===== src/rtl/if_stage.sv =====
// ---------------------------------------------------------------------------
// if_stage: instruction-fetch stage plus the IF/ID pipeline register.
//
// Owns the fetch PC, issues requests on a req/ready instruction-memory port,
// applies redirects coming back from ID (jump has priority over branch),
// honours the hazard-unit stall and hands instruction/pcPlus4/valid to ID.
//
// Ports
//   clk, rst          : clock, synchronous active-high reset
//   stall             : freeze PC and IF/ID; redirect inputs ignored
//   branch_taken/target, jump_taken/target : redirects resolved in ID
//   imem_req/addr     : fetch request, held (address stable) until imem_ready
//   imem_ready/rdata  : request completion and fetched word
//   pc                : current fetch PC
//   instruction, pcPlus4, if_id_valid : IF/ID register contents
//   dbg_state         : FSM state (0 FETCH, 1 KILL, 2 HOLD)
//
// Handshake: a request is outstanding while imem_req=1; it completes in the
// cycle imem_ready=1 (same-cycle ready is allowed). imem_addr does not change
// while imem_req=1 and imem_ready=0, so at most one request is ever in flight.
// ---------------------------------------------------------------------------
module if_stage #(
  parameter logic [31:0] RESET_PC = 32'h0000_0000
) (
  input  logic        clk,
  input  logic        rst,
  input  logic        stall,
  input  logic        branch_taken,
  input  logic [31:0] branch_target,
  input  logic        jump_taken,
  input  logic [31:0] jump_target,
  output logic        imem_req,
  output logic [31:0] imem_addr,
  input  logic        imem_ready,
  input  logic [31:0] imem_rdata,
  output logic [31:0] pc,
  output logic [31:0] instruction,
  output logic [31:0] pcPlus4,
  output logic        if_id_valid,
  output logic [1:0]  dbg_state
);

  // FETCH: request outstanding at pc.
  // KILL : request at the old pc still outstanding but its data is unwanted;
  //        pc moves to the saved target once that request completes.
  // HOLD : fetched word parked in the skid buffer while ID is stalled.
  typedef enum logic [1:0] {
    ST_FETCH = 2'd0,
    ST_KILL  = 2'd1,
    ST_HOLD  = 2'd2
  } state_e;

  state_e      state_q, state_d;
  logic [31:0] pc_q, pc_d;
  logic [31:0] instr_q, instr_d;
  logic [31:0] pc4_q, pc4_d;
  logic        valid_q, valid_d;
  logic [31:0] skid_instr_q, skid_instr_d;
  logic [31:0] skid_pc4_q, skid_pc4_d;
  logic [31:0] saved_tgt_q, saved_tgt_d;

  logic        redir;
  logic [31:0] target;
  logic [31:0] pc_plus4;

  assign redir    = !stall && (jump_taken || branch_taken);
  assign target   = jump_taken ? jump_target : branch_target;
  assign pc_plus4 = pc_q + 32'd4;  // modulo 2^32, FFFF_FFFC wraps to 0

  always_comb begin
    state_d      = state_q;
    pc_d         = pc_q;
    instr_d      = instr_q;
    pc4_d        = pc4_q;
    valid_d      = valid_q;
    skid_instr_d = skid_instr_q;
    skid_pc4_d   = skid_pc4_q;
    saved_tgt_d  = saved_tgt_q;

    case (state_q)
      ST_FETCH: begin
        if (imem_ready) begin
          if (redir) begin
            pc_d    = target;
            instr_d = 32'd0;
            pc4_d   = 32'd0;
            valid_d = 1'b0;
          end else if (stall) begin
            skid_instr_d = imem_rdata;
            skid_pc4_d   = pc_plus4;
            state_d      = ST_HOLD;
          end else begin
            instr_d = imem_rdata;
            pc4_d   = pc_plus4;
            valid_d = 1'b1;
            pc_d    = pc_plus4;
          end
        end else begin
          if (redir) begin
            saved_tgt_d = target;
            state_d     = ST_KILL;
          end
          if (!stall) begin
            instr_d = 32'd0;
            pc4_d   = 32'd0;
            valid_d = 1'b0;
          end
        end
      end

      ST_KILL: begin
        if (redir) saved_tgt_d = target;
        if (!stall) begin
          instr_d = 32'd0;
          pc4_d   = 32'd0;
          valid_d = 1'b0;
        end
        if (imem_ready) begin
          // A redirect arriving in the completion cycle is the newest target.
          pc_d    = redir ? target : saved_tgt_q;
          state_d = ST_FETCH;
        end
      end

      ST_HOLD: begin
        if (redir) begin
          pc_d    = target;
          instr_d = 32'd0;
          pc4_d   = 32'd0;
          valid_d = 1'b0;
          state_d = ST_FETCH;
        end else if (!stall) begin
          instr_d = skid_instr_q;
          pc4_d   = skid_pc4_q;
          valid_d = 1'b1;
          pc_d    = skid_pc4_q;
          state_d = ST_FETCH;
        end
      end

      default: state_d = ST_FETCH;
    endcase
  end

  always_ff @(posedge clk) begin
    if (rst) begin
      state_q      <= ST_FETCH;
      pc_q         <= RESET_PC;
      instr_q      <= 32'd0;
      pc4_q        <= 32'd0;
      valid_q      <= 1'b0;
      skid_instr_q <= 32'd0;
      skid_pc4_q   <= 32'd0;
      saved_tgt_q  <= 32'd0;
    end else begin
      state_q      <= state_d;
      pc_q         <= pc_d;
      instr_q      <= instr_d;
      pc4_q        <= pc4_d;
      valid_q      <= valid_d;
      skid_instr_q <= skid_instr_d;
      skid_pc4_q   <= skid_pc4_d;
      saved_tgt_q  <= saved_tgt_d;
    end
  end

  assign imem_req    = ((state_q == ST_FETCH) || (state_q == ST_KILL)) && !rst;
  assign imem_addr   = pc_q;
  assign pc          = pc_q;
  assign instruction = instr_q;
  assign pcPlus4     = pc4_q;
  assign if_id_valid = valid_q;
  assign dbg_state   = state_q;

endmodule


===== config.mk =====
export PLATFORM = sky130hd
export DESIGN_NAME = if_stage
export DESIGN_NICKNAME = d
export VERILOG_FILES = /design/src/rtl/if_stage.sv
export SDC_FILE = /design/constraint.sdc
export NUM_CORES = 1
export LEC_CHECK = 0
export ABC_AREA = 1
export CORE_UTILIZATION = 55
export DETAILED_ROUTE_END_ITERATION = 10
export GPL_TIMING_DRIVEN = 0
export HOLD_SLACK_MARGIN = 0.03
export PLACE_DENSITY_LB_ADDON = 0.2
export SKIP_CTS_REPAIR_TIMING = 1
export SYNTH_ARGS = -nofsm -noshare
export SYNTH_HDL_FRONTEND = slang
export SYNTH_SLANG_ARGS = --single-unit
export TNS_END_PERCENT = 5

===== constraint.sdc =====
create_clock -name clk -period 3.2 [get_ports clk]
set_input_delay 0.64 -clock clk [delete_from_list [all_inputs] [get_ports clk]]
set_output_delay 0.64 -clock clk [all_outputs]
set_load 0.02 [all_outputs]

After elaboration in Yosys (flattened, before gate mapping)
Index checks and enable logic that the tools add are counted.
{"block": "classes", "n_addsub": 1, "n_eq_ne": 11, "n_mux": 36, "bitwise_logic": 1, "reduce_logical": 14}
{"op": "32-bit 2-to-1 mux", "count": 19}
{"op": "32-bit one-hot mux with 3 select lines", "count": 3}
{"op": "32-bit one-hot mux with 2 select lines", "count": 1}
{"op": "32-bit by 3-bit adder with 32-bit output (second input constant)", "count": 1}
{"op": "3-bit inequality test (second input constant)", "count": 5}
{"op": "2-bit 2-to-1 mux", "count": 7}
{"op": "5-bit AND reduction", "count": 2}
{"op": "2-bit inequality test (second input constant)", "count": 3}
{"op": "2-bit one-hot mux with 3 select lines", "count": 1}
{"op": "1-bit 2-to-1 mux", "count": 4}
{"op": "4-bit inequality test (second input constant)", "count": 1}
{"op": "4-bit AND reduction", "count": 1}
{"op": "1-bit one-hot mux with 3 select lines", "count": 1}
{"op": "3-bit AND reduction", "count": 1}
{"op": "3-bit nonzero test", "count": 1}
{"op": "2-bit by 1-bit equality test with 1-bit output (second input constant)", "count": 1}
{"op": "2-bit equality test (second input constant)", "count": 1}
{"op": "1-bit logical AND", "count": 2}
{"op": "1-bit logical NOT", "count": 2}
{"op": "2-bit logical NOT", "count": 1}
{"op": "1-bit logical OR", "count": 2}
{"op": "2-bit AND reduction", "count": 1}
{"op": "2-bit nonzero test", "count": 1}
{"op": "1-bit NOT", "count": 1}
{"block": "totals", "reg_bits": 195, "inputBits": 102, "output_inout_bits": 132, "wordCells": 71}

Logic depth before layout (Yosys ltp)
{"block": "depth", "depth_word": 5, "ltp_mapped": 13, "mapped_depth_nobuf": 13}

Worst setup path before layout
Ideal clock, no wire load.
{"block": "synth_path", "path_kind": "in2out", "from": "input port rst", "to": "output port imem_req", "arrival_ps": 1519, "t_required_ps": 2560, "setup_slack_ps": 1041, "cell_stages": 4, "n_path_buf": 3, "path_cell_list": "clkbuf_1 clkbuf_1 buf_1 a21oi_1"}
{"block": "synth_via", "elab_chain_cells": 2}
{"item": "start, declared", "line_no": "26", "rtl": "input logic rst,"}
{"item": "1-bit logical NOT", "line_no": "167", "rtl": "assign imem_req = ((state_q == ST_FETCH) || (state_q == ST_KILL)) && !rst;"}
{"item": "1-bit logical AND", "line_no": "167"}
{"item": "end, declared", "line_no": "32", "rtl": "output logic imem_req,"}
Every way passes these cells.

Worst setup path after layout
Same ends and word-level chain as after synthesis.

==> qor.csv <==
metric;value;unit
synth_area_per_cell;6.53;µm²
drt-total-wl;42.1;mm
yosysSeqAreaShare;35.6;%
antenna_found_initial;0;
min_period;3.17;ns
p_leak;0.00592;µW
rsz0062_at_grt;false;
setup_violations;0;
postLayoutCoreUtil;72.9;%
combPwrFrac;44.9;%
grt_pass1_wl;63.7;mm
synth-seq-cells;195;
pwr-share-seq;33.0;%
syn_inst;1680;
cts_root_buf;clkbuf_16;
clkPwrFrac;22.0;%
clock_latency;0.45;ns
synth_fp_nets;1787;
grt_start_max_net_pins;22;
worstHoldPathType;register to register;
ir_drop;0.494;mV
core_area;0.0195;mm²
cp-end-kind;output port;
yosys_warnings;0;
setup_slack;0.0279;ns
final_common_cell;nand2_1;
io_pins;234;
stdcell_area;0.0142;mm²
dieArea;0.0205;mm²
hold_violations;0;
intPower;5730;µW
initial_core_util;56.2;%
port_buffers;232;
required;2.56;ns
drc;0;
maxSlewViolCount;0;
fillCellCount;1691;
cp_slowest_cell;clkdlybuf4s50_1;
regArea;0.00390;mm²
netlist_area;0.0110;mm²
post-place-ws;-0.132;ns
die_h;143;µm
route.vias.total;13000;
maxCapViolations;0;
status;finished, final reports clean;
swShare;43.6;%
place_hpwl;31.7;mm
grt_usage;40.9;%
fin_skew;0.0160;ns
crit_arrival;2.53;ns
place_congestion;1.01;
grt-busiest-layer;met2;
use_met3;9.86;%
drive_gt1_share;7.20;%
htree_levels;4;
ys_types;40;
use_met1;52.5;%
num_antenna_cells;0;
tightest_slew;0.793;ns
path_clk_slew;0.08;ns
start_kind;input pin;
cts_buffers;17;
power_switching;4420;µW
slew_headroom;47.2;%
crit_chain;clkbuf_1 > clkbuf_2 > buf_1 > a21oi_1 > clkdlybuf4s50_1;
grtUsageMet2;64.0;%
drt_first_iter_violations;1743;
worst-path-max-fanout;10;
multiInputGateArea;0.00562;mm²
fmax;0.315;GHz
cts.sinks;195;
postRouteAntennaNets;0;
period_share;99.1;%
area_delta_synth_final;29.8;%
p_per_area;713;mW/mm²
die_w;143;µm
post_drt_wl_per_cell;19.0;µm
tritoncts;yes;
clockBufferDepth;2;
final_cell_mix;nand2_1, clkdlybuf4s50_1, o21ai_0;
placed_area;0.0136;mm²
critical_path_class;input pin to output port;
grt_overflow;0;
first_pass_iters;10;
nets;2038;
grt_pass1_vias;11800;
fp-row-count;51;
slowest_delay;0.59;ns
via_per_inst;5.89;
-- synth_stat cells --
cell / count / area share, %
buf_6: 5 / 0.51
o21ai_1: 22 / 1.0
a211oi_1: 1 / 0.068
buf_1: 16 / 0.55
nor3_1: 23 / 1.0
o21ai_2: 1 / 0.080
nor2_8: 1 / 0.18
nand2_2: 4 / 0.23
nand4_1: 2 / 0.11
nand3_1: 114 / 5.2
xor2_1: 8 / 0.64
o211ai_1: 15 / 1.0
nand3b_1: 5 / 0.34
nand2_1: 364 / 12
a22o_1: 1 / 0.080
clkbuf_2: 3 / 0.14
nor2_4: 7 / 0.72
or2_2: 1 / 0.057
a31oi_1: 36 / 2.1
nor2_1: 156 / 5.3
xor2_2: 3 / 0.44
o22ai_1: 29 / 1.7
buf_2: 29 / 1.3
a21oi_2: 1 / 0.080
xnor2_1: 2 / 0.16
o21bai_1: 18 / 1.2
nand3_4: 1 / 0.16
inv_1: 166 / 5.7
o21ai_0: 204 / 9.3
a21oi_1: 108 / 4.9
o311ai_1: 1 / 0.080
dfxtp_1: 195 / 36
and2_1: 7 / 0.40
clkbuf_1: 57 / 2.0
o2111ai_1: 14 / 1.1
a21boi_0: 4 / 0.27
inv_2: 6 / 0.21
buf_4: 41 / 2.8
nor2_2: 4 / 0.23
ha_1: 5 / 0.57
-- kinds of logic after synthesis --
family	Yosys count	synth area share, %
xor gates and xnor gates	13	1.24
and+or+nand+nor	689	26.5
buffers and inverters	323	13.2
DFF	195	35.6
AOI/OAI and AO/OA	455	23.0
adders and majority gates	5	0.570
-- flip-flops by register name, summed over array words and instances, names as in the netlist --
register      flops
imem_addr        32
instruction      32
pcPlus4          32
saved_tgt_q      32
skid_instr_q     32
skid_pc4_q       32
dbg_state         2
if_id_valid       1
-- path summary, 6_finish.rpt --
kind	cells after the start	to	slack (ns)	startpoint
setup / recovery	5	imem_req	0.03	rst
setup reg to reg	9	imem_addr[4]	0.40	dbg_state[0]
hold reg to reg	2	pcPlus4[3]	0.47	pcPlus4[3]
hold / removal	2	pcPlus4[3]	0.47	pcPlus4[3]
-- critical path: cells and delay by family --
kind | cells | cell delay, ns
buffers and inverters | 4 | 1.77
AOI/OAI and AO/OA | 1 | 0.12
-- stage by stage --
stage	hold slack [ns]	TNS [ns]	instances	power (µW)
6_report	0.469	0	2209	10200
3_5_place_dp	0.462	-0.132	2177	7810
3_3_place_gp	0.452	-0.140	2177	7720
2_1_floorplan	0.468	0	1680	5960
4_1_cts	0.474	-0.127	2209	10000
5_1_grt	0.485	0	2209	10600
-- routing by layer --
layer | part of all wire, % | wire length (µm)
met5 | 0 | 0
met4 | 4.3 | 1830
met3 | 12 | 4990
met2 | 45 | 18800
met1 | 39 | 16400
-- layout make-up --
class / count / share of cell area (%)
inverter: 172 / 4.53
clock buffer: 18 / 3.08
clock inverter: 14 / 1.25
buffer: 151 / 5.61
timing repair buffer: 232 / 16.3
tap: 265 / 2.33
multi-input combinational: 1162 / 39.5
sequential: 195 / 27.4
-- power by group through the flow --
stage                     Combinational [µW]  Clock, µW  Sequential [µW]
after global routing                    4860       2340             3400
after CTS                               4460       2220             3330
after floorplan                         2410          0             3550
after detailed placement                4430          0             3380
after global placement                  4350          0             3370
final                                   4560       2240             3360
Power figures use the tool's default switching activity.
